## src/rtl/meta_stream_writer_if.sv

```systemverilog
// Stream-in / metadata-write-out bundle for meta_stream_writer.
// master: the writer (consumes the DMA stream, drives the metadata write port).
// slave : the surroundings (DMA read engine and meta_decode).
interface meta_stream_writer_if #(
   parameter int ADDR_W = 8
);
   logic [31:0]       s_tdata;
   logic              s_tvalid;
   logic              s_tready;
   logic              s_tlast;
   logic [31:0]       wr_data;
   logic [ADDR_W-1:0] wr_addr;
   logic [1:0]        wr_type;
   logic              wr_en;
   logic              wr_ready;

   modport master (
      input  s_tdata, s_tvalid, s_tlast, wr_ready,
      output s_tready, wr_data, wr_addr, wr_type, wr_en
   );

   modport slave (
      output s_tdata, s_tvalid, s_tlast, wr_ready,
      input  s_tready, wr_data, wr_addr, wr_type, wr_en
   );
endinterface

```

## src/rtl/meta_stream_writer.sv

```systemverilog
// Unpacks header-prefixed DMA segments into metadata writes with
// auto-incrementing addresses, flags malformed segments and counts traffic.
// Header word: [31:30] type, [CNT_W+ADDR_W-1:CNT_W] base, [CNT_W-1:0] count.
module meta_stream_writer #(
   parameter int ADDR_W = 8,
   parameter int CNT_W  = 8,
   parameter int PERF_W = 32
) (
   input  logic                  clk,
   input  logic                  rst,
   meta_stream_writer_if.master  bus,
   output logic                  busy,
   output logic                  seg_done,
   output logic [3:0]            err_flags,
   input  logic                  err_clr,
   output logic [PERF_W-1:0]     perf_words,
   output logic [PERF_W-1:0]     perf_segments,
   output logic [PERF_W-1:0]     perf_stalls
);

   typedef enum logic [1:0] {
      ST_HDR     = 2'd0,
      ST_PAY     = 2'd1,
      ST_DISCARD = 2'd2
   } state_t;

   state_t            state_reg, state_next;

   // latched segment descriptor
   logic [1:0]        type_reg;
   logic [ADDR_W-1:0] base_reg;
   logic [CNT_W-1:0]  cnt_reg;
   logic [CNT_W-1:0]  idx_reg;

   // pending write slot
   logic [31:0]       wr_data_reg;
   logic [ADDR_W-1:0] wr_addr_reg;
   logic [1:0]        wr_type_reg;
   logic              wr_en_reg;
   logic              last_good_reg;   // pending write closes a clean PAY segment

   logic              seg_done_reg;
   logic [3:0]        err_reg;
   logic [PERF_W-1:0] perf_words_reg, perf_segments_reg, perf_stalls_reg;

   logic              s_tready_int;
   logic              accept;
   logic              in_payload;
   logic              is_last;
   logic              write_fire;
   logic              seg_good;
   logic [CNT_W-1:0]  last_idx;
   logic [1:0]        hdr_type;
   logic [ADDR_W-1:0] hdr_base;
   logic [CNT_W-1:0]  hdr_cnt;
   logic [3:0]        err_new;

   assign hdr_type   = bus.s_tdata[31:30];
   assign hdr_base   = bus.s_tdata[CNT_W+ADDR_W-1:CNT_W];
   assign hdr_cnt    = bus.s_tdata[CNT_W-1:0];

   assign accept     = bus.s_tvalid && s_tready_int;
   assign in_payload = (state_reg == ST_PAY) || (state_reg == ST_DISCARD);
   assign last_idx   = cnt_reg - CNT_W'(1);
   assign is_last    = (idx_reg == last_idx);
   assign write_fire = wr_en_reg && bus.wr_ready;
   assign seg_good   = write_fire && last_good_reg;

   // malformed-segment detection on accepted words
   assign err_new[0] = accept && (state_reg == ST_HDR) && (hdr_cnt != '0) && (hdr_type == 2'b11);
   assign err_new[1] = accept && (state_reg == ST_HDR) && (hdr_cnt == '0);
   assign err_new[2] = accept && in_payload && bus.s_tlast && !is_last;
   assign err_new[3] = accept && in_payload && !bus.s_tlast && is_last;

   // state register
   always_ff @(posedge clk) begin
      if (rst) state_reg <= ST_HDR;
      else     state_reg <= state_next;
   end

   // next-state logic: a segment ends on its last counted word or on tlast, whichever first
   always_comb begin
      state_next = state_reg;
      case (state_reg)
         ST_HDR: begin
            if (accept && hdr_cnt != '0)
               state_next = (hdr_type == 2'b11) ? ST_DISCARD : ST_PAY;
         end
         ST_PAY, ST_DISCARD: begin
            if (accept && (is_last || bus.s_tlast))
               state_next = ST_HDR;
         end
         default: state_next = ST_HDR;
      endcase
   end

   // FSM outputs: payload only stalls when the write slot is still occupied
   always_comb begin
      s_tready_int = 1'b1;
      case (state_reg)
         ST_PAY:  s_tready_int = !wr_en_reg || bus.wr_ready;
         default: s_tready_int = 1'b1;
      endcase
      busy = (state_reg != ST_HDR) || wr_en_reg;
   end

   // segment descriptor and payload index
   always_ff @(posedge clk) begin
      if (rst) begin
         type_reg <= '0;
         base_reg <= '0;
         cnt_reg  <= '0;
         idx_reg  <= '0;
      end else if (accept && state_reg == ST_HDR) begin
         if (hdr_cnt != '0) begin
            type_reg <= hdr_type;
            base_reg <= hdr_base;
            cnt_reg  <= hdr_cnt;
            idx_reg  <= '0;
         end
      end else if (accept && in_payload) begin
         idx_reg <= idx_reg + CNT_W'(1);
      end
   end

   // write slot: loaded by accepted payload, released by handshake
   always_ff @(posedge clk) begin
      if (rst) begin
         wr_en_reg     <= 1'b0;
         wr_data_reg   <= '0;
         wr_addr_reg   <= '0;
         wr_type_reg   <= '0;
         last_good_reg <= 1'b0;
      end else if (accept && state_reg == ST_PAY) begin
         wr_en_reg     <= 1'b1;
         wr_data_reg   <= bus.s_tdata;
         wr_addr_reg   <= base_reg + ADDR_W'(idx_reg);
         wr_type_reg   <= type_reg;
         last_good_reg <= is_last && bus.s_tlast;
      end else if (write_fire) begin
         wr_en_reg     <= 1'b0;
         last_good_reg <= 1'b0;
      end
   end

   // completion pulse and sticky error flags (a new error wins over err_clr)
   always_ff @(posedge clk) begin
      if (rst) begin
         seg_done_reg <= 1'b0;
         err_reg      <= '0;
      end else begin
         seg_done_reg <= seg_good;
         err_reg      <= (err_clr ? 4'b0000 : err_reg) | err_new;
      end
   end

   // free-running wrapping traffic counters
   always_ff @(posedge clk) begin
      if (rst) begin
         perf_words_reg    <= '0;
         perf_segments_reg <= '0;
         perf_stalls_reg   <= '0;
      end else begin
         if (write_fire)                  perf_words_reg    <= perf_words_reg + PERF_W'(1);
         if (seg_good)                    perf_segments_reg <= perf_segments_reg + PERF_W'(1);
         if (wr_en_reg && !bus.wr_ready)  perf_stalls_reg   <= perf_stalls_reg + PERF_W'(1);
      end
   end

   assign bus.s_tready  = s_tready_int;
   assign bus.wr_en     = wr_en_reg;
   assign bus.wr_data   = wr_data_reg;
   assign bus.wr_addr   = wr_addr_reg;
   assign bus.wr_type   = wr_type_reg;
   assign seg_done      = seg_done_reg;
   assign err_flags     = err_reg;
   assign perf_words    = perf_words_reg;
   assign perf_segments = perf_segments_reg;
   assign perf_stalls   = perf_stalls_reg;

endmodule
```

## src/flat_wrapper.sv

```systemverilog
// flat-port wrapper written by rule: the top's interface ports become plain ports
module meta_stream_writer_flat 
#(
   parameter int ADDR_W = 8,
   parameter int CNT_W  = 8,
   parameter int PERF_W = 32
)
  (clk, rst, busy, seg_done, err_flags, err_clr, perf_words, perf_segments, perf_stalls, bus_s_tdata, bus_s_tvalid, bus_s_tlast, bus_wr_ready, bus_s_tready, bus_wr_data, bus_wr_addr, bus_wr_type, bus_wr_en);
  meta_stream_writer_if #(.ADDR_W(ADDR_W)) bus_i ();
  input  logic clk;
  input  logic rst;
  output logic busy;
  output logic seg_done;
  output logic [3:0] err_flags;
  input  logic err_clr;
  output logic [PERF_W-1:0] perf_words;
  output logic [PERF_W-1:0] perf_segments;
  output logic [PERF_W-1:0] perf_stalls;
  input wire logic [$bits(bus_i.s_tdata)-1:0] bus_s_tdata;
  input wire logic [$bits(bus_i.s_tvalid)-1:0] bus_s_tvalid;
  input wire logic [$bits(bus_i.s_tlast)-1:0] bus_s_tlast;
  input wire logic [$bits(bus_i.wr_ready)-1:0] bus_wr_ready;
  output wire logic [$bits(bus_i.s_tready)-1:0] bus_s_tready;
  output wire logic [$bits(bus_i.wr_data)-1:0] bus_wr_data;
  output wire logic [$bits(bus_i.wr_addr)-1:0] bus_wr_addr;
  output wire logic [$bits(bus_i.wr_type)-1:0] bus_wr_type;
  output wire logic [$bits(bus_i.wr_en)-1:0] bus_wr_en;
  assign bus_i.s_tdata = bus_s_tdata;
  assign bus_i.s_tvalid = bus_s_tvalid;
  assign bus_i.s_tlast = bus_s_tlast;
  assign bus_i.wr_ready = bus_wr_ready;
  assign bus_s_tready = bus_i.s_tready;
  assign bus_wr_data = bus_i.wr_data;
  assign bus_wr_addr = bus_i.wr_addr;
  assign bus_wr_type = bus_i.wr_type;
  assign bus_wr_en = bus_i.wr_en;
  meta_stream_writer #(.ADDR_W(ADDR_W), .CNT_W(CNT_W), .PERF_W(PERF_W)) u_core (.clk(clk), .rst(rst), .bus(bus_i), .busy(busy), .seg_done(seg_done), .err_flags(err_flags), .err_clr(err_clr), .perf_words(perf_words), .perf_segments(perf_segments), .perf_stalls(perf_stalls));
endmodule
```

## config.mk

```make
export PLATFORM = sky130hd
export DESIGN_NAME = meta_stream_writer_flat
export DESIGN_NICKNAME = d
export VERILOG_FILES = /design/src/rtl/meta_stream_writer_if.sv /design/src/rtl/meta_stream_writer.sv /design/src/flat_wrapper.sv
export SDC_FILE = /design/constraint.sdc
export NUM_CORES = 1
export LEC_CHECK = 0
export CAP_MARGIN = 20
export CORE_ASPECT_RATIO = 0.8
export CORE_MARGIN = 8
export CORE_UTILIZATION = 40
export CTS_CLUSTER_DIAMETER = 120
export DETAILED_ROUTE_END_ITERATION = 8
export GPL_TIMING_DRIVEN = 0
export HOLD_SLACK_MARGIN = 0.15
export PLACE_DENSITY = 0.67
export SETUP_SLACK_MARGIN = 0.02
export SYNTH_ARGS = -nofsm -noshare
export SYNTH_HDL_FRONTEND = slang
export SYNTH_SLANG_ARGS = --single-unit
```

## constraint.sdc

```tcl
create_clock -name clk -period 4.8 [get_ports clk]
set_clock_uncertainty 0.1 [all_clocks]
set_input_delay 1.44 -clock clk [delete_from_list [all_inputs] [get_ports clk]]
set_output_delay 1.44 -clock clk [all_outputs]
set_load 0.02 [all_outputs]
```

# Word level (Yosys, flattened, before mapping)
# Index checks and enable logic that the tools add are counted.
# totals
ff_bits	173
in_bits	38
out_inout_bits	146
word_cells	76
# op_classes
add_sub_neg	6
eq_ne	7
n_mux	12
bitwise_logic	1
reduce_logical	35
# ops
op	count
32-bit by 1-bit adder with 32-bit output, second input constant	3
8-bit 2-to-1 mux	3
1-bit logical AND	17
8-bit by 1-bit adder with 8-bit output, second input constant	1
8-bit adder	1
8-bit == test	1
8-bit logical NOT	1
8-bit nonzero test	1
8-bit by 1-bit subtractor with 8-bit output, second input constant	1
2-bit 2-to-1 mux	3
2-bit AND reduction	3
2-bit nonzero test	3
2-bit == test, second input constant	2
1-bit logical NOT	4
1-bit logical OR	4
1-bit 2-to-1 mux	4
4-bit 2-to-1 mux	1
2-bit by 1-bit != test with 1-bit output, second input constant	2
4-bit bitwise OR	1
2-bit one-hot mux with 2 select lines	1
2-bit by 1-bit == test with 1-bit output, second input constant	1
2-bit logical NOT	1
2-bit != test, second input constant	1
2-bit OR reduction	1

# Longest topological paths before layout
# logic_depth
word_depth	8
ltp_mapped	11
ltp_nobuf	9

# Worst setup path after synthesis
# No wires, ideal clock.
# synth_path
path_kind	input-to-output
startpoint	input bus_wr_ready
endpoint	output bus_s_tready
arrival_ps	1758
t_required_ps	3260
setup_slack_ps	1502
path_stages	1
path_buffers	0
path_cell_list	nand3b_1
# synth_via
elab_chain_len	2
# synth_lines
item	line_no	rtl
start, declared	flat_wrapper.sv:22	input wire logic [$bits(bus_i.wr_ready)-1:0] bus_wr_ready;
1-bit logical OR	meta_stream_writer.sv:101	ST_PAY: s_tready_int = !wr_en_reg || bus.wr_ready;
1-bit 2-to-1 mux	meta_stream_writer.sv:100	case (state_reg)
end, declared	flat_wrapper.sv:23	output wire logic [$bits(bus_i.s_tready)-1:0] bus_s_tready;
# Every way passes these cells.

# Worst setup path after layout
# Ends and elaborated chain as after synthesis.

==> key figures <==
STA
  • Worst Max-Slew Pin Slew: 0.953 ns
  • Setup slack of the critical path after layout: 0.322 ns
  • Unrepaired setup endpoints after global routing: no
  • Period utilization: 93.3%
  • Max-slew violation total from the final report: 0
  • Number of endpoints with negative hold slack in the final report: 0
  • Relative max-transition margin: 35.9%
  • Final hold slack: 0.353 ns
  • Number of setup violations in the final report: 0
  • Highest achievable clock rate: 0.223 GHz
  • Post-route minimum period: 4.48 ns
  • Total negative setup slack: 0 ns

Logic synthesis
  • Synthesized-area fraction occupied by and/or/nand/nor cells: 27.6%
  • Syn Std Cell Area: 7500 sq um
  • Largest family of logic cells by synthesized area: simple AND/OR/NAND/NOR gates
  • Synth cell types: 52
  • Synthesized netlist cell count: 907
  • Post-Syn Nets: 960
  • Ys flop type: dfxtp_1
  • Cell with the most instances after synthesis: dfxtp_1
  • Compound-cell area share of the yosys netlist: 9.34%
  • Portion of netlist area occupied by mux cells: 0.133%
  • Synth top cells by count: 173 x dfxtp_1, 166 x nand2_1, 107 x nor2_1, 83 x a21oi_1, 56 x xor2_1
  • Synthesized-area fraction occupied by adder cells: 2.60%
  • Number of synthesized register bits: 173
  • Leading cell types by total area after synthesis: dfxtp_1 46%, nand2_1 8.3%, xor2_1 6.5%, a21oi_1 5.5%, nor2_1 5.4%
  • Sequential area share after synthesis: 46.2%
  • Post-synth ARST share: 0%
  • YS warnings: 0
  • Fraction of synthesized cell area in xor and xnor cells: 11.0%
  • Average footprint of a synthesized cell: 8.27 sq um
  • Number of synthesized flops with an enable pin: 0
  • Post-synth top area share: 46.2%
  • Cell type contributing the most total cell area after synthesis: dfxtp_1

Power
  • Net Sw Power: 770 uW
  • Register share of total power: 47.2%
  • Power share of the combinational group: 8.4%
  • Switching fraction of total power: 24.5%
  • Leak: 0.00351 uW
  • IR drop worst, VDD: 0.222 mV
  • Part of the power in the clock network: 44.3%
  • Power density over the cells: 307 nW/um^2
  • Internal portion of total power: 2370 uW

Clocking
  • Maximum clock insertion buffer count: 2
  • Hold Buf Count CTS: 0
  • Number of clock sinks seen by CTS: 173
  • Clock tree from TritonCTS: yes
  • Number of H-tree levels: 4
  • Latest clock arrival within the worst-skew pair: 0.42 ns
  • Post-CTS setup buffers: 0
  • Clock root cell: clkbuf_16
  • Clock Pin Slew Worst Setup and Hold Paths: 0.07 ns
  • Number of instances resized during post-cts repair: 0
  • CTS Buf Count: 17

Routing
  • Final wirelength: 20900 microns
  • Detailed Routing Iterations Pass 1: 4
  • Detailed router's first-iteration violation count: 409
  • Antenna Nets Post-Route: 0
  • Detailed-route via count: 6797
  • Average routed wire per standard cell: 15.2 microns
  • Remaining design rule violation count: 0
  • Avg Vias per Cell: 4.95

Setup path
  • CP endpoint kind: output port
  • Startpoint type of the worst setup path: primary input
  • Crit Path Class: in2out
  • Maximum fanout encountered on the critical timing path: 6
  • Required time at the worst-slack endpoint: 3.26 ns
  • Data arrival time of the critical path: 2.94 ns

Die
  • Die H: 138 microns
  • Site Rows: 44
  • Count of boundary I/O pins: 184
  • Initial Utilization: 41.0%
  • Area of the placeable core: 18300 sq um
  • DIE WIDTH: 169 microns
  • Die Area: 23400 sq um

Placement
  • Pre-CTS worst setup slack: 0.302 ns
  • Detailed-placement wirelength estimate: 15700 microns
  • Routability Congestion: 0.820
  • Buffers added on ports: 182
  • Cell area reported after detailed placement: 9640 sq um

Global routing
  • Congestion Overflow GR: 0
  • Largest net degree at the start of global routing: 17
  • Global-route wire length before repair: 34100 microns
  • GR peak layer: met2
  • GRT met1 Usage: 23.3%
  • Vias in the first global route: 6556
  • GR met2 Demand/Resource: 26.5%
  • Number of antenna violations at the first check in global routing: 0
  • Met3 routing resource usage after global routing: 7.14%
  • Total routing usage reported by global routing: 17.7%

Run status
  • Result of the run: completed

Min path
  • Type of the worst min-delay path: reg2reg

Cells and area
  • Layout cell share with drive strength beyond 1: 4.11%
  • Layout Utilization: 56.0%
  • Fin area: 10200 sq um
  • Antenna cell count: 0
  • Total number of nets in the final design: 1161
  • Area growth syn-to-layout: 36.4%

Job
  • # Max-Cap Violations: 0
[layout make-up]
type | instances | area [sq um]
inverter | 24 | 90.1
buffer | 38 | 149
clock buffer | 19 | 453
clock inverter | 12 | 138
tap | 253 | 317
multi-input combinational | 672 | 3800
timing repair buffer | 182 | 1820
fill | 1775 | 8050
sequential | 173 | 3460
[cells by family after synthesis]
group,after synthesis
buffers and inverters,62
and+or+nand+nor,434
DFF,173
adders and majority gates,15
AOI/OAI and AO/OA,128
xor gates and xnor gates,94
muxes,1
[power by group through the flow]
stage | clock (uW) | combinational (uW) | sequential, uW
4_1_cts | 1420 | 267 | 1480
2_1_floorplan | 0 | 132 | 1530
3_5_place_dp | 0 | 266 | 1520
5_1_grt | 1480 | 292 | 1490
6_report | 1390 | 265 | 1480
3_3_place_gp | 0 | 264 | 1520
[worst paths after layout]
check | start | end | slack, ns | depth (start not counted)
min reg2reg | u_core.bus.wr_data[29]$_SDFFE_PP0P_ | u_core.bus.wr_data[29]$_SDFFE_PP0P_ | 0.35 | 2
max | bus_wr_ready | bus_s_tready | 0.32 | 3
max reg2reg | u_core.perf_words[0]$_SDFFE_PP0P_ | u_core.perf_words[26]$_SDFFE_PP0P_ | 2.28 | 7
min | u_core.bus.wr_data[29]$_SDFFE_PP0P_ | u_core.bus.wr_data[29]$_SDFFE_PP0P_ | 0.35 | 2
[worst max-delay path, stage by stage]
cell and delay (ns):
clkdlybuf4s50_1 0.57, nand3b_1 0.24, clkdlybuf4s50_1 0.68
[per-layer routing]
| layer | routed length, microns | share of wire (%) |
|---|---|---|
| met2 | 8760 | 42 |
| met1 | 9910 | 47 |
| met3 | 1950 | 9.3 |
| met4 | 257 | 1.2 |
| met5 | 0 | 0 |
[layout by cell type (no fill, tap or decap), drive strengths merged, types with 3 or more instances in the layout]
| cell type | instances |
|---|---|
| clkdlybuf4s50 | 182 |
| dfxtp | 173 |
| nand2 | 166 |
| nor2 | 107 |
| a21oi | 83 |
| xor2 | 56 |
| clkbuf | 47 |
| xnor2 | 38 |
| nand4 | 33 |
| nand3 | 31 |
| inv | 27 |
| o21ai | 24 |
| or3 | 23 |
| nor3 | 19 |
| and3 | 15 |
| ha | 14 |
| buf | 10 |
| nor4 | 9 |
| nor2b | 6 |
| and4 | 5 |
| clkinv | 5 |
| nand3b | 4 |
| or4 | 4 |
| nand2b | 3 |
| and2 | 3 |
| a31oi | 3 |
[per-stage QoR]
step,power [uW],instances
4_1_cts,3180,1373
6_report,3140,1373
3_5_place_dp,1780,1342
5_1_grt,3260,1373
3_3_place_gp,1780,1342
2_1_floorplan,1660,907
Note: power is estimated with default switching activity, not from simulation.
